### config.mk
export PLATFORM = sky130hd
export DESIGN_NAME = monocycle_boot_ctrl
export DESIGN_NICKNAME = d
export VERILOG_FILES = /design/src/rtl/monocycle_boot_pkg.sv /design/src/rtl/monocycle_boot_ctrl_cycle_counter.sv /design/src/rtl/monocycle_boot_ctrl.sv
export SDC_FILE = /design/constraint.sdc
export NUM_CORES = 1
export LEC_CHECK = 0
export CAP_MARGIN = 20
export CORE_ASPECT_RATIO = 1.5
export CORE_MARGIN = 3
export CORE_UTILIZATION = 50
export CTS_CLUSTER_DIAMETER = 100
export DETAILED_ROUTE_END_ITERATION = 6
export PLACE_DENSITY_LB_ADDON = 0.1
export SLEW_MARGIN = 20
export SYNTH_ARGS = -nofsm -noshare
export SYNTH_HDL_FRONTEND = slang
export SYNTH_SLANG_ARGS = --single-unit
export TNS_END_PERCENT = 5
### constraint.sdc
create_clock -name clk -period 7.2 [get_ports clk]
set_clock_uncertainty 0.05 [all_clocks]
set_input_delay 2.16 -clock clk [delete_from_list [all_inputs] [get_ports clk]]
set_output_delay 2.16 -clock clk [all_outputs]
set_load 0.05 [all_outputs]
### src/rtl/monocycle_boot_pkg.sv
// Shared types and helpers for the monocycle hart boot/run sequencer.
package monocycle_boot_pkg;

    typedef enum logic [1:0] {
        ST_IDLE = 2'd0,
        ST_HOLD = 2'd1,
        ST_RUN  = 2'd2,
        ST_DONE = 2'd3
    } boot_state_e;

    // Width of the reset-hold down-counter; never narrower than one bit.
    function automatic int hold_cnt_width(input int reset_hold);
        int w;
        w = $clog2(reset_hold + 1);
        return (w < 1) ? 1 : w;
    endfunction

endpackage

### src/rtl/monocycle_boot_ctrl_cycle_counter.sv
// Saturating run-cycle counter with synchronous clear and a terminal-count hit flag.
module boot_cycle_counter #(
    parameter int CNT_W = 32
) (
    input  logic             clk,
    input  logic             reset,
    input  logic             clear,
    input  logic             enable,
    input  logic [CNT_W-1:0] limit,
    output logic [CNT_W-1:0] count,
    output logic             limit_hit
);

    logic [CNT_W-1:0] count_next;

    always_comb begin
        count_next = (&count) ? count : count + CNT_W'(1);
        // Hit means the cycle being granted right now is the last one allowed.
        limit_hit  = enable && (limit != '0) && (count_next == limit);
    end

    always_ff @(posedge clk or negedge reset) begin
        if (!reset) begin
            count <= '0;
        end else if (clear) begin
            count <= '0;
        end else if (enable) begin
            count <= count_next;
        end
    end

endmodule

### src/rtl/monocycle_boot_ctrl.sv
// Boot/run sequencer for monocycle RISC-V harts: reset hold, per-hart mask,
// single-step, halt and cycle-limit stop.
//
// state | meaning
// ------+-------------------------------------------------------------
// IDLE  | after reset; all harts in reset, waiting for a valid start
// HOLD  | harts held in reset for RESET_HOLD cycles after start
// RUN   | masked harts out of reset; core_tr granted free-run or per step
// DONE  | stopped by halt or cycle limit; harts frozen, count frozen
module monocycle_boot_ctrl
    import monocycle_boot_pkg::*;
#(
    parameter int NUM_HARTS  = 1,
    parameter int ADDR_W     = 32,
    parameter int CNT_W      = 32,
    parameter int RESET_HOLD = 2
) (
    input  logic                 clk,
    input  logic                 reset,
    input  logic                 start,
    input  logic [ADDR_W-1:0]    boot_addr,
    input  logic [NUM_HARTS-1:0] hart_mask,
    input  logic                 step_mode,
    input  logic                 step,
    input  logic                 halt,
    input  logic [CNT_W-1:0]     cycle_limit,
    output logic [NUM_HARTS-1:0] core_reset,
    output logic [ADDR_W-1:0]    core_initial_address,
    output logic [NUM_HARTS-1:0] core_tr,
    output logic                 busy,
    output logic                 done,
    output logic [CNT_W-1:0]     cycle_count
);

    localparam int HOLD_W = hold_cnt_width(RESET_HOLD);
    localparam logic [HOLD_W-1:0] HOLD_LOAD = HOLD_W'(RESET_HOLD - 1);

    boot_state_e          state;
    logic [HOLD_W-1:0]    hold_cnt;
    logic [NUM_HARTS-1:0] mask_q;
    logic                 mode_q;

    logic start_ok;
    logic cnt_enable;
    logic limit_hit;

    // A start is honoured only when idle or finished, and only with a non-empty mask.
    assign start_ok   = start && (hart_mask != '0) &&
                        ((state == ST_IDLE) || (state == ST_DONE));
    assign cnt_enable = (core_tr != '0);

    boot_cycle_counter #(
        .CNT_W (CNT_W)
    ) u_cycle_counter (
        .clk       (clk),
        .reset     (reset),
        .clear     (start_ok),
        .enable    (cnt_enable),
        .limit     (cycle_limit),
        .count     (cycle_count),
        .limit_hit (limit_hit)
    );

    always_ff @(posedge clk or negedge reset) begin
        if (!reset) begin
            state                <= ST_IDLE;
            hold_cnt             <= '0;
            mask_q               <= '0;
            mode_q               <= 1'b0;
            core_reset           <= '1;
            core_initial_address <= '0;
            core_tr              <= '0;
            busy                 <= 1'b0;
            done                 <= 1'b0;
        end else begin
            case (state)
                ST_IDLE, ST_DONE: begin
                    if (start_ok) begin
                        state                <= ST_HOLD;
                        hold_cnt             <= HOLD_LOAD;
                        mask_q               <= hart_mask;
                        mode_q               <= step_mode;
                        core_initial_address <= boot_addr;
                        core_reset           <= '1;
                        core_tr              <= '0;
                        busy                 <= 1'b1;
                        done                 <= 1'b0;
                    end
                end

                ST_HOLD: begin
                    if (hold_cnt == '0) begin
                        state      <= ST_RUN;
                        core_reset <= ~mask_q;
                        // Free-run grants from the same edge reset falls; step mode waits for step.
                        core_tr    <= mode_q ? '0 : mask_q;
                    end else begin
                        hold_cnt <= hold_cnt - HOLD_W'(1);
                    end
                end

                ST_RUN: begin
                    if (halt || limit_hit) begin
                        state   <= ST_DONE;
                        core_tr <= '0;
                        busy    <= 1'b0;
                        done    <= 1'b1;
                    end else if (!mode_q || step) begin
                        core_tr <= mask_q;
                    end else begin
                        core_tr <= '0;
                    end
                end

                default: begin
                    state <= ST_IDLE;
                end
            endcase
        end
    end

endmodule

# After elaboration in Yosys (flattened, before gate mapping)
# Index checks and enable logic that the tools add are counted.
# op_classes
n_addsub	2
eq_ne	8
n_mux	22
bitwise	1
n_reduce_logical	22
# ops
operator	count
two-way mux 32 bit	3
adder 32 x 1 -> 32 bit, second input constant	1
equality test 32 bit	1
AND reduction 32 bit	1
nonzero test 32 bit	1
AND reduction 3 bit	4
two-way mux 1 bit	9
two-way mux 2 bit	4
!= test 2 bit, second input constant	4
one-hot mux 1 bit (2 select lines)	3
one-hot mux 2 bit (3 select lines)	1
nonzero test 2 bit	3
equality test 2 bit, second input constant	2
logical AND 1 bit	4
zero test 2 bit	2
one-hot mux 2 bit (2 select lines)	1
AND reduction 2 bit	2
logical OR 1 bit	3
one-hot mux 1 bit (3 select lines)	1
equality test 2 x 1 -> 1 bit, second input constant	1
OR reduction 2 bit	1
subtractor 2 x 1 -> 2 bit, second input constant	1
zero test 1 bit	1
inverter 1 bit	1
# totals
reg_bits	74
inputBits	71
out_inout_bits	68
word_cells	65

# Longest topological paths before layout
# Gate-level depths: netlist (run 1).
# logic_depth
word_depth	7
depth_mapped	11

# Hierarchy
# From an unflattened synthesis (run 1), not the netlist that was laid out.
# unflattened
cells_unflattened	478
hier_area_um2	4785.8
# by_module_without_submodules
module	instances	cells_each	area_per_inst_um2	seq_area_each_um2
boot_cycle_counter	1	350	2892.8	800.8
monocycle_boot_ctrl	1	128	1893.1	1052.3

# Least setup slack after synthesis (run 1)
# Ideal clock, no wire load.
# synth_timing
path_type	input to register
from	input port cycle_limit[5]
to	register state[0]
arrival_time_ns	4.080
t_required_ns	7.024
setup_slack_ns	2.943
path_stages	8
path_buffers	0
path_cell_list	or3b_2 -> a21oi_1 -> o21bai_1 -> o21ai_0 -> nand4_1 -> or4_4 -> o31a_1 -> a311o_1
# synth_via
elab_chain_cells	6
word_cells_on_any_way	7
# synth_rtl
item	line_no	rtl
from (decl)	monocycle_boot_ctrl.sv:26	input logic [CNT_W-1:0] cycle_limit,
nonzero test 32 bit	monocycle_boot_ctrl_cycle_counter.sv:19	limit_hit = enable && (limit != '0) && (count_next == limit);
logical AND 1 bit	monocycle_boot_ctrl_cycle_counter.sv:19	
logical AND 1 bit *	monocycle_boot_ctrl_cycle_counter.sv:19	
logical OR 1 bit *	monocycle_boot_ctrl.sv:103	if (halt || limit_hit) begin
!= test 2 bit (no line) *	--	
AND reduction 3 bit (no line) *	--	
to (signal assigned)	monocycle_boot_ctrl.sv:93	state <= ST_RUN;
to (signal assigned)	monocycle_boot_ctrl.sv:104	state <= ST_DONE;
to (signal assigned)	monocycle_boot_ctrl.sv:116	state <= ST_IDLE;
to (decl)	monocycle_boot_ctrl.sv:38	boot_state_e state;
# Mark *: on every way between the ends. The rest lies on a longest branch, timed or not.
# A chain may end at the register's enable or synchronous reset.

# Final worst setup path (run 1)
# Ends and elaborated chain as after synthesis.

==> results of run 1 <==
==> synth_stat cells, types with 4 or more instances <==
cell type,count
sky130_fd_sc_hd__mux2i_1,4
sky130_fd_sc_hd__inv_1,10
sky130_fd_sc_hd__and3_1,7
sky130_fd_sc_hd__xor2_1,27
sky130_fd_sc_hd__nor4b_1,4
sky130_fd_sc_hd__ha_1,5
sky130_fd_sc_hd__dfrtp_1,73
sky130_fd_sc_hd__nand2b_1,7
sky130_fd_sc_hd__nor3_1,14
sky130_fd_sc_hd__buf_2,11
sky130_fd_sc_hd__nand2_1,131
sky130_fd_sc_hd__a211oi_1,4
sky130_fd_sc_hd__xnor2_1,36
sky130_fd_sc_hd__or3_1,10
sky130_fd_sc_hd__and2_1,4
sky130_fd_sc_hd__o21ai_0,20
sky130_fd_sc_hd__a21oi_1,21
sky130_fd_sc_hd__clkbuf_1,14
sky130_fd_sc_hd__and4_1,6
sky130_fd_sc_hd__nor4_1,14
sky130_fd_sc_hd__nand4_1,13
sky130_fd_sc_hd__nor2_1,47
sky130_fd_sc_hd__o211ai_1,4
sky130_fd_sc_hd__o31a_1,4
sky130_fd_sc_hd__nand3_1,17
==> logic make-up after synthesis <==
family          count (synthesis)  share of synthesized area [%]
compound gates                 84                          11.59
xor+xnor                       63                          11.46
fa+ha+maj                       5                          1.299
buf+inv                        39                          3.638
flops                          74                          38.49
mux                             4                         0.8316
simple gates                  304                          32.69
==> critical path, stage by stage <==
cell and delay [ns]:
sky130_fd_sc_hd__clkdlybuf4s50_1 0.48, sky130_fd_sc_hd__or3b_2 0.47, sky130_fd_sc_hd__a21oi_1 0.16, sky130_fd_sc_hd__o21bai_1 0.09, sky130_fd_sc_hd__o21ai_0 0.18, sky130_fd_sc_hd__nand4_1 0.17
sky130_fd_sc_hd__or4_4 0.58, sky130_fd_sc_hd__o31a_1 0.29, sky130_fd_sc_hd__a311o_1 0.26
==> state kept, by name, indices dropped and copies added, names as in the netlist <==
signal,cells
done,1
state,2
u_cycle_counter.count,32
mask_q,1
core_tr,1
mode_q,1
core_reset,1
busy,1
core_initial_address,32
hold_cnt,2
==> metrics by stage <==
step,area [sq um],util [%],setup slack (ns)
floorplan,4815,-,2.943
global placement,6212,66.74,2.178
detailed placement,6212,66.74,2.186
CTS,6480,69.62,2.539
global route,6480,69.62,2.397
finish,6480,69.62,2.518
==> per-layer routing <==
layer	global-route usage, %	wire [microns]	up-vias	part of all wire, %
met2	48.89	7713	210	51
met3	6.545	1044	47	7.0
met5	0	0	-	0
li1	-	-	2253	-
met1	32.90	5723	2289	38
met4	12.95	518	0	3.5
==> final timing paths <==
kind | startpoint | end | cells after the start
max | cycle_limit[5] | state[0] | 9
max reg2reg | u_cycle_counter.count[10] | state[0] | 8
max in group asynchronous | reset | u_cycle_counter.count[1] | 1
min | core_initial_address[27] | core_initial_address[27] | 2
min in group asynchronous | reset | mask_q | 1
min reg2reg | core_initial_address[27] | core_initial_address[27] | 2
==> where the power goes <==
group / leakage [nW] / internal [mW] / switching, mW
combinational: 1.61 / 0.356 / 0.675
sequential: 0.960 / 0.533 / 0.0903
clock: 0.128 / 0.232 / 0.183
==> cells in the final DEF (no fill, tap or decap), types with 4 or more instances in the layout <==
cell type	count
sky130_fd_sc_hd__mux2i_1	4
sky130_fd_sc_hd__nand3_1	17
sky130_fd_sc_hd__xor2_1	27
sky130_fd_sc_hd__and3_1	6
sky130_fd_sc_hd__nor4_1	14
sky130_fd_sc_hd__and4_1	6
sky130_fd_sc_hd__o31a_1	4
sky130_fd_sc_hd__nand2_1	131
sky130_fd_sc_hd__nor2_1	47
sky130_fd_sc_hd__clkbuf_16	9
sky130_fd_sc_hd__xnor2_1	36
sky130_fd_sc_hd__nor4b_1	4
sky130_fd_sc_hd__nor3_1	14
sky130_fd_sc_hd__nand2b_1	7
sky130_fd_sc_hd__nand4_1	13
sky130_fd_sc_hd__dfrtp_1	73
sky130_fd_sc_hd__clkdlybuf4s50_1	137
sky130_fd_sc_hd__inv_1	10
sky130_fd_sc_hd__o21ai_0	20
sky130_fd_sc_hd__a21oi_1	21
sky130_fd_sc_hd__o211ai_1	4
sky130_fd_sc_hd__or3_1	10
sky130_fd_sc_hd__a211oi_1	4
sky130_fd_sc_hd__ha_1	5
sky130_fd_sc_hd__and2_1	4
==> area by class of cell <==
class | count | area (sq um) | share of cell area [%]
Sequential cell | 74 | 1853 | 28.60
Clock buffer | 9 | 225.2 | 3.476
Clock inverter | 6 | 42.54 | 0.6565
Multi-Input combinational cell | 460 | 2788 | 43.02
Tap cell | 112 | 140.1 | 2.163
Timing Repair Buffer | 140 | 1394 | 21.51
Inverter | 10 | 37.54 | 0.5793
==> summary.txt, run 1 <==
Outcome
  • Run status: finished clean

Synthesis
  • Cell area after technology mapping: 4815 sq um
  • Fraction of post-synthesis cell area in the top cell type by area: between 30 and 40%
  • Cell type contributing the most total cell area after synthesis: sky130_fd_sc_hd__dfrtp_1
  • Main area contributors after synthesis: sky130_fd_sc_hd__dfrtp_1 (38%), sky130_fd_sc_hd__nand2_1 (10%), sky130_fd_sc_hd__xnor2_1 (6.5%)
  • Most common flop cell mapped by yosys: sky130_fd_sc_hd__dfrtp_1
  • Cells after synthesis: 573
  • Post-synthesis net count: roughly 650
  • Mean Syn Cell Area: between 8 and 9 sq um
  • Total of flip-flops plus latches after synthesis: 74
  • Count of synthesis-stage warnings from yosys: 0
  • Number of distinct library cells after synthesis: 66
  • Async set-or-reset flop fraction in the synthesized netlist: 100.0%
  • Sequential element share of the synthesized area: roughly two fifths
  • Number of flops mapped to enable cells by yosys: 0

Placed design
  • Placer's final routability congestion estimate: 0.9492
  • Placed wire-length estimate after detailed placement: 11380 microns
  • # port buffers: 138
  • Instance count after placement with tap cells included: roughly 800

CTS
  • Buffer levels on the longest clock path: 2
  • Clock buffer count from CTS: 9
  • Clock slew at reported path FFs: 0.06 ns
  • Resize count post-CTS: 0
  • Number of buffers inserted by post-CTS setup repair: 0
  • Root buffer cell: sky130_fd_sc_hd__clkbuf_16
  • Clk sink count: 74
  • TritonCTS clock tree: built
  • Total of hold buffers inserted after clock tree synthesis: 0
  • Worst-Skew Late Latency: 0.34 ns
  • Max H-tree Level: 3

GRT
  • Initial antenna violation count: 0
  • Vias in the first global route: about 4900
  • Global-route usage over all layers: 28.39%
  • Pin count of the biggest net entering global routing: 75
  • Sum of overflow across all layers after global routing: 0
  • First-pass GRT wire length: 24320 microns

Routing
  • First-iteration detailed-routing DRC count: 249
  • Detailed-route via count: between 4000 and 5000
  • Remaining antenna violation count after routing: 0
  • DR pass1 iterations: 5
  • DR WL/cell: 18.50 microns
  • Routed vias/inst: 5.917
  • Aggregate routed wire length: 15000 microns
  • Post-detailed-route DRC marker count: 0

Timing
  • Part of the cycle the worst path needs: 65.02%
  • Fmax achieved: roughly 210 MHz
  • Final-report setup violation count: 0
  • Number of pins with negative max-slew slack in the final report: 0
  • RSZ-0062 raised after global routing: false
  • Fin crit period: 4.682 ns
  • Total Neg Setup Slack: 0 ns
  • Worst slew margin relative to its limit: a little under two fifths
  • Final hold violation count: 0
  • Worst hold margin: 0.4260 ns
  • Least-Margin Pin Slew: 0.9466 ns

Min path
  • Class of the tightest hold or removal check: reg2reg

Run
  • Number of max-cap violations: 0

Pwr
  • Static power due to leakage: 2.700 nW
  • Power density over the cells: 319.3 nW/um^2
  • Design Power: 2.069 mW
  • Largest vdd supply drop: 0.0002902 V

Critical path
  • Reg2reg setup slack: 3.48 ns
  • Type of element capturing the critical path: flop
  • Critical path launch point type: primary input
  • Worst setup path category: in2reg
  • Required time reported for the critical path endpoint: approximately 7.4 ns
  • Endpoint arrival time on the critical path: 4.85 ns
  • Max FO, Critical Path: 5

Cells and area
  • Ratio of cells with drive above 1 in the final layout: approximately 6.4%
  • Area added between synthesis and finish: 34.59%
  • Final-stage net count: just under 800
  • Count of filler cells inserted in the layout: ~770
  • Number of diodes: 0
  • Final cell count without fillers: 811

Die
  • X dimension of the die: between 80 and 90 microns
  • Top-level port count: 139
  • Standard-cell row count: 43
  • Area of the core: 9308 sq um
  • Effective utilization at floorplan: 51.73%
  • DIE AREA: roughly 11000 sq um
  • Die Y: approximately 130 microns
Power figures use the tool's default switching activity.
==> inputs of run 2 (changes only) <==
- CORE_UTILIZATION: 50 -> 44
- clock period: 7.2 -> 3.8 ns (I/O delays scaled with it)
==> run 2 against run 1 <==
Against the previous run: flip-flop and latch count unchanged; core utilization down 6.6 points; via count fell by 0.33%; critical path depth is the same; wire length is 4.7% higher; sequential power grew 86%.
==> summary.txt, run 2 (synthesis gave the netlist of run 1 again) <==
GRT
  • Vias in the first global route: ~5000
  • Initial antenna violation count: 0
  • Sum of overflow across all layers after global routing: 0
  • Global-route usage over all layers: 26.35%
  • Pin count of the biggest net entering global routing: 75
  • First-pass GRT wire length: 25630 microns

Critical path
  • Type of element capturing the critical path: flop
  • Max FO, Critical Path: 4
  • Critical path launch point type: primary input
  • Reg2reg setup slack: around 0.36 ns
  • Required time reported for the critical path endpoint: 3.97 ns
  • Reg2Reg Launch Point: u_cycle_counter.count[1]
  • CP startpoint: cycle_limit[5]
  • Worst setup path category: in2reg
  • Endpoint arrival time on the critical path: between 3 and 4 ns

Outcome
  • Run status: finished clean

CTS
  • Total of hold buffers inserted after clock tree synthesis: 0
  • Max H-tree Level: 3
  • TritonCTS clock tree: built
  • Buffer levels on the longest clock path: 2
  • Clock slew at reported path FFs: 0.07 ns
  • Root buffer cell: sky130_fd_sc_hd__clkbuf_16
  • Worst-Skew Late Latency: 0.34 ns
  • Clock buffer count from CTS: 9
  • Clk sink count: 74
  • Resize count post-CTS: 0
  • Number of buffers inserted by post-CTS setup repair: 0

Die
  • Top-level port count: 139
  • Effective utilization at floorplan: 45.22%
  • Die Y: 134.1 microns
  • Area of the core: 10650 sq um
  • X dimension of the die: 91.41 microns
  • DIE AREA: between 10000 and 15000 sq um
  • Standard-cell row count: 46

Timing
  • Worst slew margin relative to its limit: a little over a third
  • Least-Margin Pin Slew: roughly 0.96 ns
  • Final-report setup violation count: 0
  • RSZ-0062 raised after global routing: false
  • Part of the cycle the worst path needs: 94.14%
  • Fmax achieved: 279.5 MHz
  • Worst hold margin: 0.4239 ns
  • Total Neg Setup Slack: 0 ns
  • Fin crit period: about 3.6 ns
  • Number of pins with negative max-slew slack in the final report: 0
  • Final hold violation count: 0

Routing
  • First-iteration detailed-routing DRC count: between 200 and 250
  • Detailed-route via count: between 4000 and 5000
  • Routed vias/inst: ~5.5
  • Post-detailed-route DRC marker count: 0
  • Remaining antenna violation count after routing: 0
  • Aggregate routed wire length: 15700 microns
  • DR pass1 iterations: 4
  • DR WL/cell: ~18 microns

Pwr
  • Design Power: 4.039 mW
  • Power density over the cells: 601.8 nW/um^2
  • Largest vdd supply drop: 0.0004511 V
  • Static power due to leakage: around 2.8 nW

Placed design
  • Placer's final routability congestion estimate: slightly below 1
  • # port buffers: 138
  • Instance count after placement with tap cells included: 848
  • Placed wire-length estimate after detailed placement: roughly 12000 microns
  • Post-place instance area: 6402 sq um

Cells and area
  • Ratio of cells with drive above 1 in the final layout: 9.167%
  • Number of diodes: 0
  • Area added between synthesis and finish: 39.40%
  • Final-stage net count: 791
  • Area of all placed cells without fillers: 6711 sq um
  • Most common cell after layout, fill and taps aside: sky130_fd_sc_hd__clkdlybuf4s50_1
  • Registers with the most flip-flops: core_initial_address: 32 flops, u_cycle_counter.count: 32 flops
  • Commonest non-fill, non-tap cells in the layout: sky130_fd_sc_hd__clkdlybuf4s50_1 (137), sky130_fd_sc_hd__nand2_1 (131), sky130_fd_sc_hd__dfrtp_1 (73), sky130_fd_sc_hd__nor2_1 (47), sky130_fd_sc_hd__xnor2_1 (36)
  • Count of filler cells inserted in the layout: 969
  • Final cell count without fillers: 864

Run
  • Number of max-cap violations: 0

Min path
  • Class of the tightest hold or removal check: reg2reg
  • HP Start: core_initial_address[20]
[run 2: cell types whose count changed in the layout (fill, tap and decap cells not counted), sizes merged]
| cell | previous run | this run |
|---|---|---|
| buf | 3 | 23 |
| clkinv | 3 | 2 |
| inv | 11 | 13 |
| clkinvlp | 2 | 1 |
| bufinv | 0 | 1 |
[run 2: cell type report]
type	count	area, sq um	share of cell area [%]
sequential	74	1853	27.61
multi-input combinational	460	2788	41.54
tap	144	180.2	2.685
inverter	10	37.54	0.5593
timing repair buffer	160	1544	23.01
clock buffer	9	225.2	3.356
clock inverter	7	83.83	1.249
[run 2: routing by layer]
layer / track usage [%] / vias to the layer above / share of wire, %
met4: 11.16 / 0 / 3.1
li1: - / 2292 / -
met3: 5.836 / 35 / 5.9
met2: 47.38 / 163 / 53
met5: 0 / - / 0
met1: 29.69 / 2293 / 38
[run 2: worst max-delay path, stage by stage]
cell	delay [ns]
sky130_fd_sc_hd__clkdlybuf4s50_1	0.42
sky130_fd_sc_hd__or3b_2	0.44
sky130_fd_sc_hd__a21oi_1	0.15
sky130_fd_sc_hd__o21bai_1	0.08
sky130_fd_sc_hd__o21ai_0	0.21
sky130_fd_sc_hd__nand4_1	0.14
sky130_fd_sc_hd__or4_4	0.58
sky130_fd_sc_hd__o31a_1	0.30
sky130_fd_sc_hd__a311o_1	0.26
[run 2: stage by stage]
step	worst slack, ns	utilization [%]
2_1_floorplan	0.4622	-
3_3_place_gp	-0.1108	60.13
3_5_place_dp	-0.1365	60.13
4_1_cts	0.2188	63.03
5_1_grt	0.1230	63.03
6_report	0.2225	63.03
[run 2: final timing paths]
path | end | depth (start not counted)
setup reg to reg | state[0] | 10
setup / recovery | state[0] | 9
hold / removal | core_initial_address[20] | 2
max in group asynchronous | core_initial_address[11] | 1
min in group asynchronous | mask_q | 1
hold reg to reg | core_initial_address[20] | 2
[run 2: power breakdown]
part | internal [mW] | switching, mW | total (mW)
Sequential | 1.01 | 0.150 | 1.16
Clock | 0.520 | 0.371 | 0.892
Combinational | 0.691 | 1.30 | 1.99
Total | 2.22 | 1.82 | 4.04
